--- src/rtl/alu_chk_sat_cnt.sv ---
// Saturating up-counter with synchronous clear; holds at all-ones.
module alu_chk_sat_cnt #(
    parameter int W = 12
) (
    input  logic         clk,
    input  logic         rst_n,
    input  logic         clr,
    input  logic         inc,
    output logic [W-1:0] cnt
);

    // clear wins over increment; increment stops at all-ones
    always_ff @(posedge clk or negedge rst_n) begin
        if (!rst_n) begin
            cnt <= '0;
        end else if (clr) begin
            cnt <= '0;
        end else if (inc && (cnt != '1)) begin
            cnt <= cnt + W'(1);
        end
    end

endmodule

--- config.mk ---
export PLATFORM = sky130hd
export DESIGN_NAME = alu_chk_sat_cnt
export DESIGN_NICKNAME = d
export VERILOG_FILES = /design/src/rtl/alu_chk_sat_cnt.sv
export SDC_FILE = /design/constraint.sdc
export NUM_CORES = 1
export LEC_CHECK = 0
export BUFFER_PORTS_ARGS = -buffer_cell sky130_fd_sc_hd__buf_2
export CORE_UTILIZATION = 40
export CTS_BUF_LIST = sky130_fd_sc_hd__clkbuf_4
export CTS_CLUSTER_DIAMETER = 120
export DETAILED_ROUTE_END_ITERATION = 10
export PLACE_DENSITY = 0.62
export SYNTH_ARGS = -nofsm -noshare
export SYNTH_HDL_FRONTEND = slang
export SYNTH_SLANG_ARGS = --single-unit
--- constraint.sdc ---
create_clock -name clk -period 4.5 [get_ports clk]
set_clock_uncertainty 0.15 [all_clocks]
set_input_delay 0.45 -clock clk [delete_from_list [all_inputs] [get_ports clk]]
set_output_delay 0.45 -clock clk [all_outputs]
set_load 0.01 [all_outputs]
==> results.txt, run 1 <==
syn_nets -> 75
register bit total from synthesis -> 12
largest net degree at the start of global routing -> 15
CP required -> 4.50 ns
unrepaired setup endpoints after global routing -> false
number of global-route vias before repair -> 526
Clock transition at path regs -> 0.07 ns
count of pins over their slew limit -> 0
Vert. Die Dim -> 44.3 um
Hold Crit Class -> in2reg
top cells by count, synth -> dfrtp_1, nor2_1, nand3_1, nor3_1
ys flop type -> dfrtp_1
Setup CP Type -> reg2reg
Rel. slew slack -> 70.1%
synthesis-to-finish area growth -> 17.5%
crit-path max FO -> 7
Power Density -> 229 nW/um^2
drt total wl -> 1.40 mm
Yosys warning total -> 0
P_sw -> 0.0455 mW
sw frac -> 23.7%
Comb pwr share -> 7.8%
clock share of power -> 33.9%
Routed Antenna Nets -> 0
Post-synth EDFFs -> 0
Max Freq -> 0.544 GHz
Bufs and invs on worst path -> 1
max_cap viols -> 0
Die W -> 44.3 um
Crit path arrival time -> 1.84 ns
Post-Syn Instances -> 70
H-tree depth -> 1
fraction of registers with async set/reset -> 100%
final setup vio count -> 0
Area contributors post-synth -> dfrtp_1, nor2_1, nand3_4
core footprint -> 1590 sq um
Area after DPL -> 807 sq um
Nets -> 95
fin area -> 840 sq um
P_leak -> 0.366 nW
number of I/O pins -> 16
gr usage total -> 17.1%
row count -> 14
# DRC -> 0
Sequential Power Share -> 58.3%
Post-Place Cells -> 108
status -> finished, final reports clean
Setup TNS -> 0 ns
Non-Filler Instances -> 112
most frequent cell after synthesis -> dfrtp_1
Post-CTS Setup Inserts -> 0
layout cells sized above 1 -> 28.4%
Clk Latency, worst-skew pair -> 0.27 ns
drt wl/cell -> 12.5 um
critical-path cell list -> ha_1 -> inv_1 -> o41ai_2 -> mux2i_1 -> nor2_1
Hold Fails Final Rpt -> 0
routability congestion estimate -> 0.766
CP max stage delay -> 0.46 ns
Largest Register -> cnt
global-route wire length before repair -> 2.37 mm
via count -> 591
Top Registers -> cnt (12)
final core occ -> 52.7%
worst slew pin tran -> 0.445 ns
Longest Clk Path Bufs -> 2
peak supply drop -> 0.202 mV
number of vias per cell -> 5.28
max FFs per register -> 12
Crit. End Element -> flop
Mapped Area -> 714 sq um
Iteration-0 DRC Markers -> 17
root buffer cell -> clkbuf_4
Pwr Total -> 0.192 mW
min Tclk post-route -> 1.84 ns
Pre-Repair DR Iteration Count -> 6
Die ar. -> 1960 sq um
Int Pwr -> 0.146 mW
final worst slack -> 2.66 ns
placed wire-length estimate -> 981 um
slowest CP cell -> o41ai_2
pre-CTS setup slack -> 2.65 ns
CTS Buf Count -> 3
Netlist cell types -> 29
final worst-path cycle share -> 40.9%
Avg Cell Area, Syn -> 10.2 sq um
register area share after synthesis -> 42.0%
area share of the largest cell type after synthesis -> 42.0%
# port buffers -> 15
CTS Sinks -> 12
initial antenna violation count -> 0
global route overflow -> 0
CTS tree -> built
CP delay by family, top -> compound AO/OA/AOI/OAI gates
Starting Density -> 44.8%
critical path startpoint category -> flop
worst hold margin -> 0.367 ns
dominant cell type by area after synthesis -> dfrtp_1
antenna cell count -> 0
[worst paths after layout]
path | start | end | slack [ns] | cells after the start
hold / removal | clr | cnt[6] | 0.37 | 2
setup reg to reg | cnt[0] | cnt[1] | 2.66 | 5
max in group asynchronous | rst_n | cnt[11] | 3.56 | 2
hold reg to reg | cnt[1] | cnt[1] | 0.45 | 2
setup / recovery | cnt[0] | cnt[1] | 2.66 | 5
min in group asynchronous | rst_n | cnt[9] | 0.43 | 2
[cell families after synthesis]
logic type | synth area share [%]
simple gates | 34.7
flops | 42.0
mux | 6.48
buf+inv | 2.28
compound gates | 9.11
fa+ha+maj | 1.75
xor+xnor | 3.68
[power by group through the flow]
stage               Combinational, mW  Sequential (mW)  Clock, mW
finish                         0.0150            0.112     0.0651
global route                   0.0170            0.112     0.0752
CTS                            0.0155            0.112     0.0682
detailed placement             0.0147            0.114          0
global placement               0.0145            0.114          0
floorplan                     0.00696            0.115          0
[timing repair]
action,in CTS,in global routing
hold endpoints to repair,12,0
hold buffers,1,0
gates resized for setup,0,0
[metal layers]
| metal | global-route usage (%) | vias to the layer above | routed length, um |
|---|---|---|---|
| li1 | - | 296 | - |
| met1 | 23.7 | 280 | 681 |
| met2 | 23.2 | 13 | 626 |
| met3 | 7.35 | 2 | 71 |
| met4 | 7.27 | 0 | 18 |
| met5 | 0 | - | 0 |
[layout by cell type (no fill, tap or decap), types with 2 or more instances in the layout]
cell type and instances:
nand2_1 4, nor2_1 10, xnor2_1 2, nand4_1 3
nand3_4 2, nand3_1 5, nor2b_1 2, clkbuf_4 3
mux2i_1 2, dfrtp_1 12, nor3_1 5, buf_2 15
and4_1 2, a21oi_1 4
[cell type report]
cell class	count	area (sq um)
fill	152	754
tap	24	30.0
clock buffer	3	22.5
sequential	12	300
inverter	1	3.75
timing repair buffer	16	85.1
multi-input combinational	56	398
No activity file was read; power rests on OpenSTA's default activity.
==> inputs of run 2 (changes only) <==
==> constraint.sdc (replaced) <==
create_clock -name clk -period 1.77 [get_ports clk]
set_clock_uncertainty 0.15 [all_clocks]
set_input_delay 0.177 -clock clk [delete_from_list [all_inputs] [get_ports clk]]
set_output_delay 0.177 -clock clk [all_outputs]
set_load 0.01 [all_outputs]
==> run 2 against run 1 <==
Effect of this change: highest routed layer unchanged; cell count grew 5.4%; largest cell class unchanged; via count increased by 4.6%; die area is the same.
==> results.txt, run 2 (synthesis results as in run 1) <==
status -> finished, final reports clean
sw frac -> 25.4% (+1.7 points)
CP required -> 1.78 ns (-2.72 ns)
Clock transition at path regs -> 0.08 ns (about the same)
drt total wl -> 1.59 mm (+14%)
Post-CTS Setup Inserts -> 0 (unchanged)
number of vias per cell -> 5.24 (-0.75%)
unrepaired setup endpoints after global routing -> false
final setup vio count -> 0 (unchanged)
Routed Antenna Nets -> 0 (unchanged)
P_leak -> 0.406 nW (+11%)
P_sw -> 0.129 mW (+180%)
path depth of the worst reg2reg path -> 4 (-1)
worst r2r src -> cnt[5]
antenna cell count -> 0 (unchanged)
final worst-path cycle share -> 95.3% (+54 points)
Largest Register -> cnt
layout cells sized above 1 -> 35.1% (+6.7 points)
root buffer cell -> clkbuf_4
via count -> 618 (+4.6%)
initial antenna violation count -> 0 (unchanged)
Starting Density -> 44.8% (unchanged)
peak supply drop -> 0.339 mV (+68%)
global-route wire length before repair -> 2.63 mm (+11%)
H-tree depth -> 1 (unchanged)
# DRC -> 0 (unchanged)
placed wire-length estimate -> 1.17 mm (+19%)
Die W -> 44.3 um (unchanged)
Int Pwr -> 0.378 mW (+160%)
crit-path max FO -> 8 (+1)
clock share of power -> 35.4% (+1.5 points)
R2R Setup Slk -> 0.08 ns (-2.58 ns)
Setup CP Type -> reg2reg
max_cap viols -> 0 (unchanged)
most common cell after layout, fill and taps aside -> buf_2
Sequential Power Share -> 56.1% (-2.2 points)
max FFs per register -> 12 (unchanged)
Post-Place Cells -> 113 (+4.6%)
Non-Filler Instances -> 118 (+5.4%)
Setup TNS -> 0 ns (unchanged)
Hold Fails Final Rpt -> 0 (unchanged)
synthesis-to-finish area growth -> 26.1%
count of pins over their slew limit -> 0 (unchanged)
# port buffers -> 15 (unchanged)
number of fill cells -> 147 (-3.3%)
worst slew pin tran -> 0.327 ns (-0.118 ns)
hold depth -> 2 (unchanged)
number of global-route vias before repair -> 586 (+11%)
Vert. Die Dim -> 44.3 um (unchanged)
CTS Buf Count -> 3 (unchanged)
Longest Clk Path Bufs -> 2 (unchanged)
critical path startpoint category -> flop
Hold Crit Class -> in2reg
Rel. slew slack -> 78.0% (+7.9 points)
gr usage total -> 18.6% (+1.5 points)
routability congestion estimate -> 0.777 (+1.4%)
Top Registers -> cnt (12)
pre-CTS setup slack -> 0.0439 ns (-2.61 ns)
FF-to-FF End -> cnt[10]
Iteration-0 DRC Markers -> 9 (-8)
drt wl/cell -> 13.5 um (+8.0%)
final worst slack -> 0.0835 ns (-2.58 ns)
CTS Sinks -> 12 (unchanged)
Pre-Repair DR Iteration Count -> 6 (unchanged)
global route overflow -> 0 (unchanged)
core footprint -> 1590 sq um (unchanged)
Die ar. -> 1960 sq um (unchanged)
number of I/O pins -> 16 (unchanged)
Nets -> 100 (+5.3%)
most frequent cells in the layout -> buf_2, dfrtp_1, nor2_1
Comb pwr share -> 8.5% (+0.7 points)
Clk Latency, worst-skew pair -> 0.28 ns (about the same)
min Tclk post-route -> 1.69 ns (-0.152 ns)
hold_sp -> clr
largest net degree at the start of global routing -> 15 (unchanged)
Power Density -> 563 nW/um^2 (+150%)
WHS Endpoint -> cnt[11]
Crit. End Element -> flop
Max Freq -> 0.593 GHz (+9.0%)
Crit path arrival time -> 1.70 ns (-0.14 ns)
CTS tree -> built
row count -> 14 (unchanged)
## run 2: cell types whose count changed in the layout (fill, tap and decap cells not counted), sizes merged
| cell | previous run | this run |
|---|---|---|
| clkinv | 0 | 1 |
| buf | 15 | 20 |
## run 2: how the worst max path moves through the flow
stage / start / endpoint / cells past startpoint
after floorplan: cnt[0] / cnt[1] / 5
after global placement: cnt[0] / cnt[1] / 5
after detailed placement: cnt[0] / cnt[1] / 5
final: cnt[5] / cnt[10] / 4
after global routing: cnt[2] / cnt[5] / 4
after CTS: cnt[0] / cnt[1] / 5
## run 2: metrics by stage
stage	area [sq um]	power (mW)	hold WS, ns	utilization (%)
floorplan	714	0.309	-0.269	-
global placement	845	0.329	-0.0750	53.0
detailed placement	845	0.330	-0.0759	53.0
CTS	881	0.511	0.0953	55.3
global route	901	0.528	0.0994	56.5
finish	901	0.507	0.0918	56.5
## run 2: metal layers
layer / vias up / track usage, % / share of wire, % / routed length, um
met1: 296 / 24.6 / 49 / 773
li1: 305 / - / - / -
met3: 2 / 6.12 / 4.7 / 74
met4: 0 / 7.27 / 1.1 / 18
met2: 15 / 28.2 / 46 / 724
met5: - / 0 / 0 / 0
## run 2: what timing repair did
action	CTS	global route
gates resized for setup	0	4
hold buffers	1	0
endpoints found under the hold margin	12	0
setup endpoints to repair	0	7
## run 2: layout make-up
type	count	area, sq um	area share, %
inverter	1	3.75	0.417
timing repair buffer	21	123	13.6
sequential	12	302	33.5
tap	24	30.0	3.33
multi-input combinational	56	417	46.3
clock inverter	1	3.75	0.417
clock buffer	3	22.5	2.50
## run 2: critical path: stages (launching register included)
cell and delay, ns:
dfrtp_1 0.46, nand3_4 0.17, nor4_4 0.33, nand3_1 0.15
mux2_4 0.31
## run 2: power by group through the flow
| stage | clock network, mW | logic, mW | registers (mW) |
|---|---|---|---|
| 2_1_floorplan | 0 | 0.0177 | 0.291 |
| 3_3_place_gp | 0 | 0.0394 | 0.289 |
| 3_5_place_dp | 0 | 0.0402 | 0.290 |
| 4_1_cts | 0.185 | 0.0422 | 0.284 |
| 5_1_grt | 0.194 | 0.0485 | 0.285 |
| 6_report | 0.179 | 0.0429 | 0.285 |
==> inputs of run 3 (changes only) <==
--- a/config.mk
+++ b/config.mk
@@ -6,11 +6,11 @@
 export NUM_CORES = 1
 export LEC_CHECK = 0
 export BUFFER_PORTS_ARGS = -buffer_cell sky130_fd_sc_hd__buf_2
-export CORE_UTILIZATION = 40
+export CORE_UTILIZATION = 54
 export CTS_BUF_LIST = sky130_fd_sc_hd__clkbuf_4
 export CTS_CLUSTER_DIAMETER = 120
 export DETAILED_ROUTE_END_ITERATION = 10
-export PLACE_DENSITY = 0.62
+export PLACE_DENSITY = 0.8
 export SYNTH_ARGS = -nofsm -noshare
 export SYNTH_HDL_FRONTEND = slang
 export SYNTH_SLANG_ARGS = --single-unit
==> run 3 against run 2 <==
Effect of this change: clock power about the same; via count up 7.0%; sequential share of layout area down 0.95 points; setup slack worse by 0.020 ns; cell count down 5.9%.
==> results.txt, run 3 (synthesis results as in run 1) <==
status -> finished, final reports clean
Starting Density -> 61.0% (+16 points)
met2 Usage GRT -> 41.5% (+13 points)
largest net degree at the start of global routing -> 15 (unchanged)
row count -> 12 (-2)
drt wl/cell -> 14.6 um (+8.3%)
clock share of power -> 34.6% (-0.8 points)
number of global-route vias before repair -> 581 (-0.85%)
GRT met3 Usage -> 1.74% (-4.4 points)
Top Registers -> cnt (12)
most frequent cells in the layout -> buf_2, dfrtp_1, nor2_1
peak supply drop -> 0.471 mV (+39%)
Setup CP Type -> reg2reg
Crit. End Element -> flop
via count -> 661 (+7.0%)
Largest Register -> cnt
Hold Crit Class -> in2reg
Hold Fails Final Rpt -> 0 (unchanged)
core footprint -> 1170 sq um (-27%)
Setup TNS -> 0 ns (unchanged)
final worst slack -> 0.0634 ns (-0.0201 ns)
pre-CTS setup slack -> 0.0596 ns (+0.0156 ns)
fin area -> 927 sq um (+2.9%)
drt total wl -> 1.62 mm (+1.9%)
final setup vio count -> 0 (unchanged)
synthesis-to-finish area growth -> 29.8%
global-route wire length before repair -> 2.48 mm (-5.7%)
CTS tree -> built
Power Density -> 551 nW/um^2 (-2.2%)
Die ar. -> 1470 sq um (-25%)
unrepaired setup endpoints after global routing -> true
number of I/O pins -> 16 (unchanged)
Die W -> 38.4 um (-13%)
CTS Buf Count -> 3 (unchanged)
Comb pwr share -> 9.3% (+0.8 points)
P_leak -> 0.423 nW (+4.3%)
final core occ -> 79.2% (+23 points)
Routed Antenna Nets -> 0 (unchanged)
R2R Setup Slk -> 0.06 ns (-0.02 ns)
number of fill cells -> 79 (-46%)
worst hold margin -> 0.0965 ns (+0.00468 ns)
Rel. slew slack -> 78.7% (+0.71 points)
min Tclk post-route -> 1.71 ns (+0.0201 ns)
CP required -> 1.82 ns (+0.04 ns)
gr usage total -> 24.0% (+5.4 points)
most common cell after layout, fill and taps aside -> buf_2
Clk Latency, worst-skew pair -> 0.27 ns (about the same)
Vert. Die Dim -> 38.4 um (-13%)
H-tree depth -> 1 (unchanged)
Nets -> 103 (+3.0%)
Longest Clk Path Bufs -> 2 (unchanged)
final worst-path cycle share -> 96.4% (+1.1 points)
Iteration-0 DRC Markers -> 14 (+5)
Area after DPL -> 840 sq um (-0.59%)
global route overflow -> 0 (unchanged)
GRT met1 Usage -> 31.1% (+6.5 points)
Sequential Power Share -> 56.1% (about the same)
sw frac -> 25.3% (-0.090 points)
Int Pwr -> 0.381 mW (+0.81%)
most used routing layer in global routing -> met2
antenna cell count -> 0 (unchanged)
Crit path arrival time -> 1.75 ns (+0.05 ns)
# DRC -> 0 (unchanged)
Pre-Repair DR Iteration Count -> 4 (-2)
placed wire-length estimate -> 1.12 mm (-4.6%)
worst slew pin tran -> 0.317 ns (-0.0104 ns)
P_sw -> 0.129 mW (+0.34%)
count of pins over their slew limit -> 0 (unchanged)
layout cells sized above 1 -> 39.2% (+4.1 points)
number of vias per cell -> 5.95 (+14%)
max FFs per register -> 12 (unchanged)
# port buffers -> 15 (unchanged)
CTS Sinks -> 12 (unchanged)
Clock transition at path regs -> 0.09 ns (about the same)
critical path startpoint category -> flop
root buffer cell -> clkbuf_4
Max Freq -> 0.586 GHz (-1.2%)
crit-path max FO -> 4 (-4)
max_cap viols -> 0 (unchanged)
routability congestion estimate -> 0.852 (+9.7%)
initial antenna violation count -> 0 (unchanged)
run 3: changes by cell type in the layout (fill, tap and decap cells not counted), sizes merged:
cell,delta
buf,+3
run 3: final timing paths:
check	cells past startpoint	startpoint	endpoint
min	2	clr	cnt[8]
max reg2reg	5	cnt[0]	cnt[6]
min in group asynchronous	2	rst_n	cnt[9]
max	5	cnt[0]	cnt[6]
min reg2reg	2	cnt[4]	cnt[4]
max in group asynchronous	2	rst_n	cnt[4]
run 3: stage by stage:
step | instances | total power [mW]
floorplan | 70 | 0.309
global placement | 104 | 0.328
detailed placement | 104 | 0.329
CTS | 109 | 0.501
global route | 111 | 0.528
finish | 111 | 0.510
run 3: critical path, cell delays in order (launching register included):
cell	delay, ns
dfrtp_1	0.44
ha_4	0.19
buf_4	0.12
nand3_1	0.12
or4_1	0.46
a21oi_2	0.16
run 3: layout make-up:
cell class / count / area, sq um / area share (%)
clock inverter: 1 / 3.75 / 0.405
clock buffer: 3 / 22.5 / 2.43
timing repair buffer: 24 / 145 / 15.7
sequential: 12 / 302 / 32.5
multi-input combinational: 56 / 433 / 46.7
tap: 14 / 17.5 / 1.89
inverter: 1 / 3.75 / 0.405
run 3: per-layer routing:
metal / wire [um] / vias up
li1: - / 314
met1: 750 / 328
met2: 800 / 15
met3: 47 / 4
met4: 21 / 0
met5: 0 / -
run 3: power groups by stage:
| stage | Combinational, mW | Clock, mW | Sequential, mW |
|---|---|---|---|
| 6_report | 0.0477 | 0.177 | 0.286 |
| 5_1_grt | 0.0535 | 0.188 | 0.287 |
| 4_1_cts | 0.0409 | 0.176 | 0.284 |
| 3_5_place_dp | 0.0390 | 0 | 0.290 |
| 3_3_place_gp | 0.0384 | 0 | 0.289 |
| 2_1_floorplan | 0.0177 | 0 | 0.291 |
run 3: repair_timing:
| item | in CTS | in global routing |
|---|---|---|
| setup endpoints to repair | 0 | 7 |
| buffers inserted | 0 | 2 |
| hold buffers | 1 | 0 |
| hold endpoints to repair | 12 | 0 |
| resized for setup | 0 | 7 |
